<file path="config.mk">
export PLATFORM = sky130hd
export DESIGN_NAME = stream_cipher_core_flat
export DESIGN_NICKNAME = d
export VERILOG_FILES = /design/src/rtl/stream_cipher_core_if.sv /design/src/rtl/stream_cipher_core.sv /design/src/flat_wrapper.sv
export SDC_FILE = /design/constraint.sdc
export NUM_CORES = 1
export LEC_CHECK = 0
export CORE_UTILIZATION = 50
export DETAILED_ROUTE_END_ITERATION = 16
export PLACE_DENSITY = 0.81
export SLEW_MARGIN = 25
export SYNTH_ARGS = -nofsm -noshare
export SYNTH_HDL_FRONTEND = slang
export SYNTH_SLANG_ARGS = --single-unit
</file>
<file path="constraint.sdc">
create_clock -name clk -period 5.7 [get_ports clk]
set_clock_uncertainty 0.2 [all_clocks]
set_input_delay 1.14 -clock clk [delete_from_list [all_inputs] [get_ports clk]]
set_output_delay 1.14 -clock clk [all_outputs]
set_load 0.1 [all_outputs]
</file>
<file path="src/rtl/stream_cipher_core_if.sv">
// Streaming data interface of the stream cipher core: an input word channel
// and an output word channel, each with a valid/ready handshake.
// The master side produces input words and consumes output words; the core is the slave.
interface stream_cipher_core_if #(
  parameter int DATA_W = 8
);
  logic              in_valid;
  logic              in_ready;
  logic [DATA_W-1:0] in_data;
  logic              out_valid;
  logic              out_ready;
  logic [DATA_W-1:0] out_data;

  modport master (
    output in_valid, in_data, out_ready,
    input  in_ready, out_valid, out_data
  );

  modport slave (
    input  in_valid, in_data, out_ready,
    output in_ready, out_valid, out_data
  );
endinterface

</file>
<file path="src/rtl/stream_cipher_core.sv">
// Keyed Galois-LFSR stream cipher. Each accepted word is XORed with the low
// DATA_W bits of the LFSR state. The LFSR then advances DATA_W steps within
// the same cycle. Encryption and decryption are the same operation.
// The core applies backpressure through in_ready and uses a registered output stage.
module stream_cipher_core #(
  parameter int                DATA_W = 8,
  parameter int                LFSR_W = 16,
  parameter logic [LFSR_W-1:0] TAPS   = 16'hB400,
  parameter int                WARMUP = 0,
  parameter int                CNT_W  = 16
) (
  input  logic              clk,
  input  logic              rst_n,
  input  logic              ena,
  input  logic              key_load,
  input  logic [LFSR_W-1:0] key_in,
  stream_cipher_core_if.slave bus,
  output logic              keyed,
  output logic [CNT_W-1:0]  word_count
);

  localparam logic [1:0] ST_UNKEYED = 2'd0;
  localparam logic [1:0] ST_WARM    = 2'd1;
  localparam logic [1:0] ST_RUN     = 2'd2;

  localparam logic [7:0] WARM_WORDS = 8'(WARMUP);

  logic [1:0]        fsm;
  logic [LFSR_W-1:0] lfsr;
  logic [LFSR_W-1:0] lfsr_next;
  logic [7:0]        warm_cnt;
  logic              accept;

  // One word advance: DATA_W Galois steps (shift right, fold TAPS in when the lsb was 1).
  function automatic logic [LFSR_W-1:0] word_advance(input logic [LFSR_W-1:0] s);
    logic [LFSR_W-1:0] v;
    logic              lsb;
    v = s;
    for (int i = 0; i < DATA_W; i++) begin
      lsb = v[0];
      v   = v >> 1;
      if (lsb) begin
        v = v ^ TAPS;
      end
    end
    return v;
  endfunction

  // The key load always wins over the input channel, and a full, stalled output stage blocks new words.
  assign bus.in_ready = ena & (fsm == ST_RUN) & ~key_load & (~bus.out_valid | bus.out_ready);
  assign accept       = bus.in_valid & bus.in_ready;

  // Next LFSR state for a word accept or a warm-up cycle.
  always_comb begin
    lfsr_next = word_advance(lfsr);
  end

  // Main sequential logic: key load, warm-up, data path, word counter and output stage.
  always_ff @(posedge clk) begin
    if (!rst_n) begin
      fsm          <= ST_UNKEYED;
      lfsr         <= '0;
      warm_cnt     <= 8'd0;
      keyed        <= 1'b0;
      word_count   <= '0;
      bus.out_valid <= 1'b0;
      bus.out_data  <= '0;
    end else if (ena) begin
      if (key_load) begin
        // An all-zero seed would lock the LFSR at zero, so substitute 1.
        if (key_in == '0) begin
          lfsr <= LFSR_W'(1);
        end else begin
          lfsr <= key_in;
        end
        word_count    <= '0;
        bus.out_valid <= 1'b0;
        bus.out_data  <= '0;
        if (WARMUP > 0) begin
          fsm      <= ST_WARM;
          warm_cnt <= WARM_WORDS;
          keyed    <= 1'b0;
        end else begin
          fsm      <= ST_RUN;
          warm_cnt <= 8'd0;
          keyed    <= 1'b1;
        end
      end else begin
        case (fsm)
          ST_WARM: begin
            lfsr     <= lfsr_next;
            warm_cnt <= warm_cnt - 8'd1;
            if (warm_cnt <= 8'd1) begin
              fsm   <= ST_RUN;
              keyed <= 1'b1;
            end else begin
              keyed <= 1'b0;
            end
          end
          ST_RUN: begin
            keyed <= 1'b1;
            if (accept) begin
              bus.out_data  <= bus.in_data ^ lfsr[DATA_W-1:0];
              bus.out_valid <= 1'b1;
              lfsr          <= lfsr_next;
              word_count    <= word_count + CNT_W'(1);
            end else if (bus.out_valid && bus.out_ready) begin
              bus.out_valid <= 1'b0;
            end else begin
              bus.out_valid <= bus.out_valid;
            end
          end
          ST_UNKEYED: begin
            keyed <= 1'b0;
          end
          default: begin
            fsm   <= ST_UNKEYED;
            keyed <= 1'b0;
          end
        endcase
      end
    end
  end

endmodule

</file>
<file path="src/flat_wrapper.sv">
// flat-port wrapper written by rule: the top's interface ports become plain ports
module stream_cipher_core_flat 
#(
  parameter int                DATA_W = 8,
  parameter int                LFSR_W = 16,
  parameter logic [LFSR_W-1:0] TAPS   = 16'hB400,
  parameter int                WARMUP = 0,
  parameter int                CNT_W  = 16
)
  (clk, rst_n, ena, key_load, key_in, keyed, word_count, bus_in_valid, bus_in_data, bus_out_ready, bus_in_ready, bus_out_valid, bus_out_data);
  stream_cipher_core_if #(.DATA_W(DATA_W)) bus_i ();
  input  logic clk;
  input  logic rst_n;
  input  logic ena;
  input  logic key_load;
  input  logic [LFSR_W-1:0] key_in;
  output logic keyed;
  output logic [CNT_W-1:0] word_count;
  input wire logic [$bits(bus_i.in_valid)-1:0] bus_in_valid;
  input wire logic [$bits(bus_i.in_data)-1:0] bus_in_data;
  input wire logic [$bits(bus_i.out_ready)-1:0] bus_out_ready;
  output wire logic [$bits(bus_i.in_ready)-1:0] bus_in_ready;
  output wire logic [$bits(bus_i.out_valid)-1:0] bus_out_valid;
  output wire logic [$bits(bus_i.out_data)-1:0] bus_out_data;
  assign bus_i.in_valid = bus_in_valid;
  assign bus_i.in_data = bus_in_data;
  assign bus_i.out_ready = bus_out_ready;
  assign bus_in_ready = bus_i.in_ready;
  assign bus_out_valid = bus_i.out_valid;
  assign bus_out_data = bus_i.out_data;
  stream_cipher_core #(.DATA_W(DATA_W), .LFSR_W(LFSR_W), .TAPS(TAPS), .WARMUP(WARMUP), .CNT_W(CNT_W)) u_core (.clk(clk), .rst_n(rst_n), .ena(ena), .key_load(key_load), .key_in(key_in), .bus(bus_i), .keyed(keyed), .word_count(word_count));
endmodule
</file>
Yosys cells after proc, flatten, opt, wreduce, memory -nomap -nowiden. Cells that the tools add are included.

Reductions and logical operators: 14. Multiplexer cells: 30. Magnitude comparators: 1. Equal/unequal tests: 5. Divide/modulo/power cells: 0. Bitwise logic cells: 16. Shift-type cells: 0. Add/subtract/negate cells: 2. Multiply operators: 0.

Operators by type and width (count): 16-bit 2-to-1 mux (14); 8-bit 2-to-1 mux (5); 3-bit inverter with 4-bit output (8); 16-bit case mux with 2 select lines (1); 16-bit by 1-bit adder with 16-bit output (second input constant) (1); 16-bit logical NOT (1); 3-bit AND reduction (4); 8-bit by 1-bit less-or-equal comparator with 1-bit output (second input constant) (1); 8-bit by 1-bit subtractor with 8-bit output (second input constant) (1); 8-bit bitwise XOR (1); 1-bit 2-to-1 mux (6); 3-bit by 2-bit inequality test with 1-bit output (second input constant) (2); 2-bit nonzero test (3); 3-bit nonzero test (2); 1-bit bitwise AND (4); 2-bit 2-to-1 mux (2); 2-bit case mux with 2 select lines (1); 2-bit by 1-bit == test with 1-bit output (second input constant) (1); 2-bit == test (second input constant) (1); 2-bit logical NOT (1); 2-bit by 1-bit inequality test with 1-bit output (second input constant) (1); 1-bit inverter (2); 1-bit case mux with 2 select lines (1); 2-bit AND reduction (1); other kinds (3) (3).

Bits in latches: 0. Word-level logic and storage cells: 75. Input bits: 30. Memories: 0. Register bits after elaboration: 52. Output and inout bits: 27. RAM bits: 0. Memory bits (read-only): 0.

Depth between registers and ports, before layout. Gate-level depths: netlist (run 1).

Depth after elaboration: 19. Gate-level depth with buffers: 6. Mapped depth without buffers: 4.

Worst setup path after synthesis (run 1). Ideal clock, no wire load.

Kind: input to output. From: input ena. To: output bus_in_ready. Path slack: 2111 ps. Data required time: 4360 ps. Stages on the path: 2. Arrival time: 2249 ps. Path buffers: 1. Cell sequence: clkbuf_1 and4b_1.

Cells in the longest elaborated chain, start to end: 3.

Ends and longest elaborated chain: start, declared (line flat_wrapper.sv:14) `input logic ena;`; 1-bit bitwise AND (3 in series) (line stream_cipher_core.sv:50) `assign bus.in_ready = ena & (fsm == ST_RUN) & ~key_load & (~bus.out_valid | bus.out_ready);`; end, declared (line flat_wrapper.sv:22) `output wire logic [$bits(bus_i.in_ready)-1:0] bus_in_ready;`.

No other way between the ends.

Worst setup path after layout (run 1). Ends and elaborated chain as after synthesis.

==> results of run 1 <==
[registers in the layout, summed over array words and instances (netlist names)]
signal,count
u_core.lfsr,16
u_core.word_count,16
u_core.keyed,1
u_core.fsm,1
u_core.bus.out_valid,1
u_core.bus.out_data,8
[how the worst min path moves through the flow]
stage                   startpoint        endpoint  slack (ps)  cells past startpoint
global placement    u_core.lfsr[8]  u_core.lfsr[8]         260                      2
global route        u_core.lfsr[9]  u_core.lfsr[9]         290                      2
floorplan           u_core.lfsr[9]  u_core.lfsr[9]         250                      2
detailed placement  u_core.lfsr[9]  u_core.lfsr[9]         270                      2
CTS                 u_core.lfsr[9]  u_core.lfsr[9]         280                      2
finish              u_core.lfsr[9]  u_core.lfsr[9]         270                      2
[layer usage]
metal,share of wire (%),global-route usage (%),vias up
met2,48,36.6,61
met4,0.72,8.44,0
li1,-,-,1076
met1,46,31.7,997
met5,0,0,-
met3,5.6,4.76,4
[worst max-delay path: cells and delay by family]
kind                   cells  cell delay (ps)
buffers and inverters      3             1030
AND/OR/NAND/NOR            1              260
[cell families (layout without fill, tap and decap cells)]
family	after synthesis	count (layout)	synth area share, %
xor+xnor	29	29	10.9
simple gates	73	73	17.8
fa+ha+maj	1	1	0.536
mux	6	6	2.58
buf+inv	32	74	5.31
compound gates	85	85	26.0
flops	43	43	36.9
[synth_stat cells, types with 5 or more instances]
cell type | count | area [um^2]
a21oi_1 | 22 | 110
clkbuf_1 | 18 | 67.6
o31ai_1 | 13 | 97.6
xor2_1 | 7 | 61.3
or4_1 | 14 | 105
dfxtp_1 | 43 | 861
nand3_1 | 11 | 55.1
o22ai_1 | 5 | 31.3
mux2i_1 | 6 | 60.1
o21ai_0 | 7 | 35.0
o2111ai_1 | 6 | 52.6
nand2b_1 | 5 | 31.3
nor2_1 | 15 | 56.3
nand2_1 | 15 | 56.3
o211a_1 | 5 | 50.1
inv_1 | 9 | 33.8
a21boi_0 | 9 | 67.6
o21a_1 | 9 | 67.6
xnor2_1 | 22 | 193
[power by group through the flow]
stage / Combinational [mW] / Sequential (mW) / Clock [mW]
floorplan: 0.0734 / 0.332 / 0
global placement: 0.114 / 0.330 / 0
detailed placement: 0.116 / 0.330 / 0
CTS: 0.117 / 0.323 / 0.180
global route: 0.127 / 0.324 / 0.193
finish: 0.117 / 0.323 / 0.177
[area by class of cell]
cell class / instances / area (um^2) / area share, %
Clock buffer: 6 / 72.6 / 2.45
Inverter: 9 / 33.8 / 1.14
Multi-Input combinational cell: 194 / 1350 / 45.6
Sequential cell: 43 / 861 / 29.0
Tap cell: 52 / 65.1 / 2.19
Timing Repair Buffer: 59 / 581 / 19.6
==> results.cfg, run 1 <==
[sta]
fin_crit_sh_pct = 66.3
slew_headroom_pct = 32.6
rsz0062_at_grt = no
setup_violations = 0
max_slew.worst_pin.slew_ps = 1010
slew_viol_final = 0
setup_ws_ps = 1920
setup-tns-final_ps = 0
finalCriticalPeriod_ps = 3780
holdWs_ps = 275
fmax_mhz = 265
finalHoldViolCount = 0

[clock_network]
cts.clk_slew.worst_paths_ps = 70
clk_latency_ps = 290
cts_resized = 0
cts_num_sinks = 43
cts_tree = built
htreeDepth = 2
post_cts_buffers = 0
clock_path_buffers = 2
root_buffer = clkbuf_8
cts_hold_buf = 0
cts_made_buffers = 5

[floorplan]
die_y_um = 70.3
io_pins = 57
placementRows = 24
core_area_um2 = 4410
die_area_um2 = 4940
start_util_pct = 52.8
die_x_um = 70.3

[grt]
grt_usage_pct = 23.4
first_global_vias = 1957
grt_overflow_total = 0
grt_pass1_wl_um = 9290
antenna_found_initial = 0
grt_max_degree = 31

[pwr]
power_density_nw_per_um2 = 208
internal-power_mw = 0.447
p_clk_share_pct = 28.7
p_sw_share_pct = 27.4
pwr-share-comb_pct = 18.9
p_leak_nw = 1.06
p_switching_mw = 0.169
seqPwrFrac_pct = 52.4
max-vdd-ir-drop_mv = 0.143
power_mw = 0.616

[drt]
via_count = 2138
finalWirelength_um = 5550
vias_per_cell = 5.89
drc = 0
drt_iter0_markers = 168
ant_nets = 0
dr.pass1.iters = 4
wl_per_cell_um = 15.3

[worst_setup_path]
setup.worst_path.end = bus_in_ready
critPathLaunch = ena
path_common_cell = buf_4
cp-start-kind = input port
r2r_start = u_core.bus.out_valid
cp_slowest_stage_delay_ps = 450
path_cells = clkdlybuf4s50_1 -> buf_4 -> and4b_1 -> buf_4
reg2reg_slack_ps = 3810
worst-path-max-fanout = 30
arrival_ps = 2440
cp_slowest_cell = clkdlybuf4s50_1
reg2regPathDepth = 4
cp.required_ps = 4360
worst-setup-path-type = in2out
r2r_end = u_core.lfsr[11]
cp-end-kind = output pin

[status]
status = finished clean

[logic_synthesis]
synth_area_um2 = 2330
async_flop_share_pct = 0
syn_area_per_cell_um2 = 8.67
ys_warn_count = 0
synth_fp_nets = 300
yosys_register_bits = 43
ys.flop_type = dfxtp_1
synth_cells = 269
yosysSeqAreaShare_pct = 36.9
synth_edf_count = 0
synth_cell_types = 35

[flow_run]
cap_violations = 0

[placement]
place_congestion = 0.835
placed_cell_area_um2 = 2890
dp.cells = 357
port_buffers = 56
place_ws_ps = 1930
hpwl_um = 3940

[layout]
utilization_pct = 67.2
fin_nets = 343
layout_commonest_cell = clkdlybuf4s50_1
nFillCells = 374
n_antenna_cell = 0
drive_gt1_share_pct = 4.82
fin_area_um2 = 2970
final_cell_mix = 55 x clkdlybuf4s50_1, 43 x dfxtp_1, 22 x xnor2_1, 22 x a21oi_1
area_delta_synth_final_pct = 27.2
final_cells = 363

[min_path]
hp-class = reg2reg
No activity file was read; power rests on OpenSTA's default activity.
==> run 2, diff against run 1 <==
CORE_UTILIZATION = 49   (was 50)
PLACE_DENSITY = 0.79   (was 0.81)
clock period = 3.6 ns   (was 5.7 ns; I/O delays follow)
==> results.cfg, run 2 (synthesized netlist as in run 1, its figures left out) <==
[status]
status = finished clean

[layout]
final_cell_mix = 43 x dfxtp_1, 32 x buf_4, 29 x clkdlybuf4s50_1
drive_gt1_share_pct = 14.6
n_antenna_cell = 0
fin_nets = 346
area_delta_synth_final_pct = 27.1
largestRegisters = u_core.lfsr x16, u_core.word_count x16, u_core.bus.out_data x8
layout_commonest_cell = dfxtp_1

[floorplan]
die_y_um = 71.0
io_pins = 57
core_area_um2 = 4470
die_x_um = 71.0
die_area_um2 = 5040
start_util_pct = 52.1
placementRows = 24

[flow_run]
cap_violations = 0

[clock_network]
cts_hold_buf = 0
cts_num_sinks = 43
clk_latency_ps = 300
post_cts_buffers = 0
cts_tree = built
cts.clk_slew.worst_paths_ps = 80
cts_resized = 0
cts_made_buffers = 5
root_buffer = clkbuf_8
clock_path_buffers = 2
htreeDepth = 2

[sta]
slew_headroom_pct = 59.0
fin_crit_sh_pct = 77.5
rsz0062_at_grt = no
finalHoldViolCount = 0
max_slew.worst_pin.slew_ps = 613
setup-tns-final_ps = 0
fmax_mhz = 358
slew_viol_final = 0
holdWs_ps = 274
finalCriticalPeriod_ps = 2790
setup_violations = 0

[grt]
first_global_vias = 1943
grt_pass1_wl_um = 9230
antenna_found_initial = 0
grtUsageMet3_pct = 3.42
grt_use_met1_pct = 30.8
grt_usage_pct = 23.0
grt_max_degree = 32
grt_overflow_total = 0
top_usage_layer = met2
met2_usage_pct = 38.4

[worst_setup_path]
cp-end-kind = output pin
path_cells = clkdlybuf4s50_1 -> buf_4 -> and4b_1 -> buf_12
reg2regPathDepth = 4
critPathTopFamily = buffers and inverters
cp.required_ps = 2680
arrival_ps = 1870
cp-start-kind = input port
worst-path-stages = 4
cp_slowest_cell = clkdlybuf4s50_1
crit_buf_inv = 3
cp_slowest_stage_delay_ps = 420
worst-setup-path-type = in2out
worst-path-max-fanout = 15

[placement]
port_buffers = 56
hpwl_um = 4030
place_congestion = 0.858

[pwr]
p_leak_nw = 1.15
power_density_nw_per_um2 = 350
max-vdd-ir-drop_mv = 0.238

[drt]
ant_nets = 0
via_count = 2159
drc = 0
vias_per_cell = 5.87
drt_iter0_markers = 139
finalWirelength_um = 5600
wl_per_cell_um = 15.2
dr.pass1.iters = 6

[min_path]
hp-class = reg2reg
whs_path_depth = 2
## run 2: cell types whose count changed in the layout (fill, tap and decap cells not counted)
cell | before | now
buf_12 | 0 | 1
buf_4 | 4 | 32
clkbuf_8 | 5 | 7
clkdlybuf4s50_1 | 55 | 29
## run 2: metrics by stage
step	util, %	instance area (um^2)	cells	total power [mW]	setup slack [ps]
2_1_floorplan	-	2330	269	0.643	851
3_3_place_gp	64.0	2860	360	0.707	798
3_5_place_dp	64.0	2860	360	0.709	781
4_1_cts	66.2	2960	368	1.04	808
5_1_grt	66.2	2960	368	1.08	743
6_report	66.2	2960	368	1.04	809
## run 2: where the power goes
group	internal [mW]	switching, mW	total, mW
clock	0.175	0.164	0.339
sequential	0.491	0.0209	0.512
combinational	0.0898	0.0976	0.187
## run 2: area by class of cell
cell class | count | area, um^2
Fill cell | 387 | 1510
Clock buffer | 8 | 100
Inverter | 9 | 33.8
Multi-Input combinational cell | 194 | 1350
Sequential cell | 43 | 861
Timing Repair Buffer | 62 | 551
Tap cell | 52 | 65.1
## run 2: final timing paths
check                                           from                    end  slack (ps)
worst max-delay path                        key_load           bus_in_ready         810
worst min-delay path                  u_core.lfsr[9]         u_core.lfsr[9]         270
worst max register to register  u_core.word_count[2]  u_core.word_count[11]        1740
worst min register to register        u_core.lfsr[9]         u_core.lfsr[9]         270
## run 2: worst register-to-register path, cell delays in order (launching register included)
cell	delay, ps
dfxtp_1	450
and3_1	240
nand2_1	220
or4_1	530
a21oi_1	140
## run 2: per-layer routing
| layer | share of wire [%] | wire length (um) | up-vias |
|---|---|---|---|
| li1 | - | - | 1084 |
| met1 | 46 | 2600 | 1012 |
| met2 | 48 | 2690 | 58 |
| met3 | 4.4 | 249 | 5 |
| met4 | 1.1 | 61 | 0 |
| met5 | 0 | 0 | - |
==> run 3, diff against run 2 <==
CORE_UTILIZATION = 45   (was 49)
PLACE_DENSITY = 0.77   (was 0.79)
clock period = 2.3 ns   (was 3.6 ns; I/O delays follow)
==> results.cfg, run 3 (synthesized netlist as in run 1, its figures left out) <==
[placement]
placed_cell_area_um2 = 3090
hpwl_um = 4270
place_congestion = 0.832
dp.cells = 397
port_buffers = 56

[floorplan]
io_pins = 57
start_util_pct = 48.1
die_y_um = 74.0
die_x_um = 74.0
placementRows = 25
core_area_um2 = 4850
die_area_um2 = 5470

[grt]
grt_usage_pct = 22.5
antenna_found_initial = 0
grt_max_degree = 32
grt_overflow_total = 0
first_global_vias = 2055
grt_pass1_wl_um = 9510

[clock_network]
cts_made_buffers = 5
root_buffer = clkbuf_8
clk_latency_ps = 290
htreeDepth = 2
cts_tree = built
cts_hold_buf = 0
cts.clk_slew.worst_paths_ps = 80
clock_path_buffers = 2
cts_num_sinks = 43

[worst_setup_path]
cp-start-kind = input port
worst-path-max-fanout = 4
cp_slowest_stage_delay_ps = 470
cp_slowest_cell = clkdlybuf4s50_1
cp-end-kind = output pin
worst-setup-path-type = in2out
cp.required_ps = 1640
reg2reg_slack_ps = 520
path_cells = clkdlybuf4s50_1 -> nand2b_1 -> and4b_2 -> buf_12
arrival_ps = 1600

[drt]
drc = 0
vias_per_cell = 5.54
dr.pass1.iters = 4
ant_nets = 0
finalWirelength_um = 5880
drt_iter0_markers = 83
via_count = 2244
wl_per_cell_um = 14.5

[layout]
fin_area_um2 = 3190
final_cell_mix = 53 x buf_4, 32 x dfxtp_1, 25 x clkdlybuf4s50_1
drive_gt1_share_pct = 24.0
area_delta_synth_final_pct = 36.9
final_cells = 405
layout_commonest_cell = buf_4
n_antenna_cell = 0
largestRegisters = u_core.lfsr x16, u_core.word_count x16, u_core.bus.out_data x8
fin_nets = 369

[pwr]
power_density_nw_per_um2 = 504
max-vdd-ir-drop_mv = 0.428
p_leak_nw = 1.30
power_mw = 1.61

[sta]
setup-tns-final_ps = 0
holdWs_ps = 276
slew_headroom_pct = 70.2
max_slew.worst_pin.slew_ps = 446
slew_viol_final = 0
finalHoldViolCount = 0
setup_violations = 0
fmax_mhz = 442
finalCriticalPeriod_ps = 2260
fin_crit_sh_pct = 98.4

[min_path]
hp-class = reg2reg

[status]
status = finished clean

[flow_run]
cap_violations = 0
run 3: cell types whose count changed in the layout (fill, tap and decap cells not counted), sizes merged:
| cell | change |
|---|---|
| buf | +23 |
| clkdlybuf4s50 | -4 |
| dlymetal6s2s | +4 |
| clkbuf | -2 |
| clkinv | +1 |
run 3: metal layers:
metal | track usage [%] | wire, um
met5 | 0 | 0
met4 | 7.26 | 63
met3 | 4.34 | 210
met2 | 38.2 | 2940
met1 | 28.6 | 2660
run 3: critical path, delay by kind of cell:
family | cells | cell delay [ps]
buffers and inverters | 2 | 650
and+or+nand+nor | 2 | 490
run 3: area by class of cell:
class / count / area [um^2]
Clock buffer: 6 / 82.6
Timing Repair Buffer: 85 / 758
Fill cell: 416 / 1660
Tap cell: 67 / 83.8
Clock inverter: 1 / 5.00
Sequential cell: 43 / 875
Multi-Input combinational cell: 194 / 1360
Inverter: 9 / 33.8
run 3: timing repair:
action,4_1_cts,5_1_grt
buffers inserted,0,1
gates resized for setup,0,5
endpoints found under the hold margin,0,0
setup endpoints to repair,0,6
run 3: report_power, final:
part | switching [mW] | internal [mW]
registers | 0.0324 | 0.768
logic | 0.160 | 0.167
clock network | 0.247 | 0.236
run 3: stage by stage:
step | util, % | setup slack [ps]
global placement | 63.7 | -243
detailed placement | 63.7 | -270
CTS | 65.5 | 22.4
floorplan | - | 24.3
global route | 65.9 | -9.85
finish | 65.9 | 37.6
run 3: worst paths after layout:
check / endpoint / cells past startpoint / startpoint
worst max-delay path: bus_in_ready / 4 / bus_out_ready
worst min register to register: u_core.lfsr[9] / 2 / u_core.lfsr[9]
worst max register to register: u_core.word_count[12] / 4 / u_core.fsm[1]
worst min-delay path: u_core.lfsr[9] / 2 / u_core.lfsr[9]
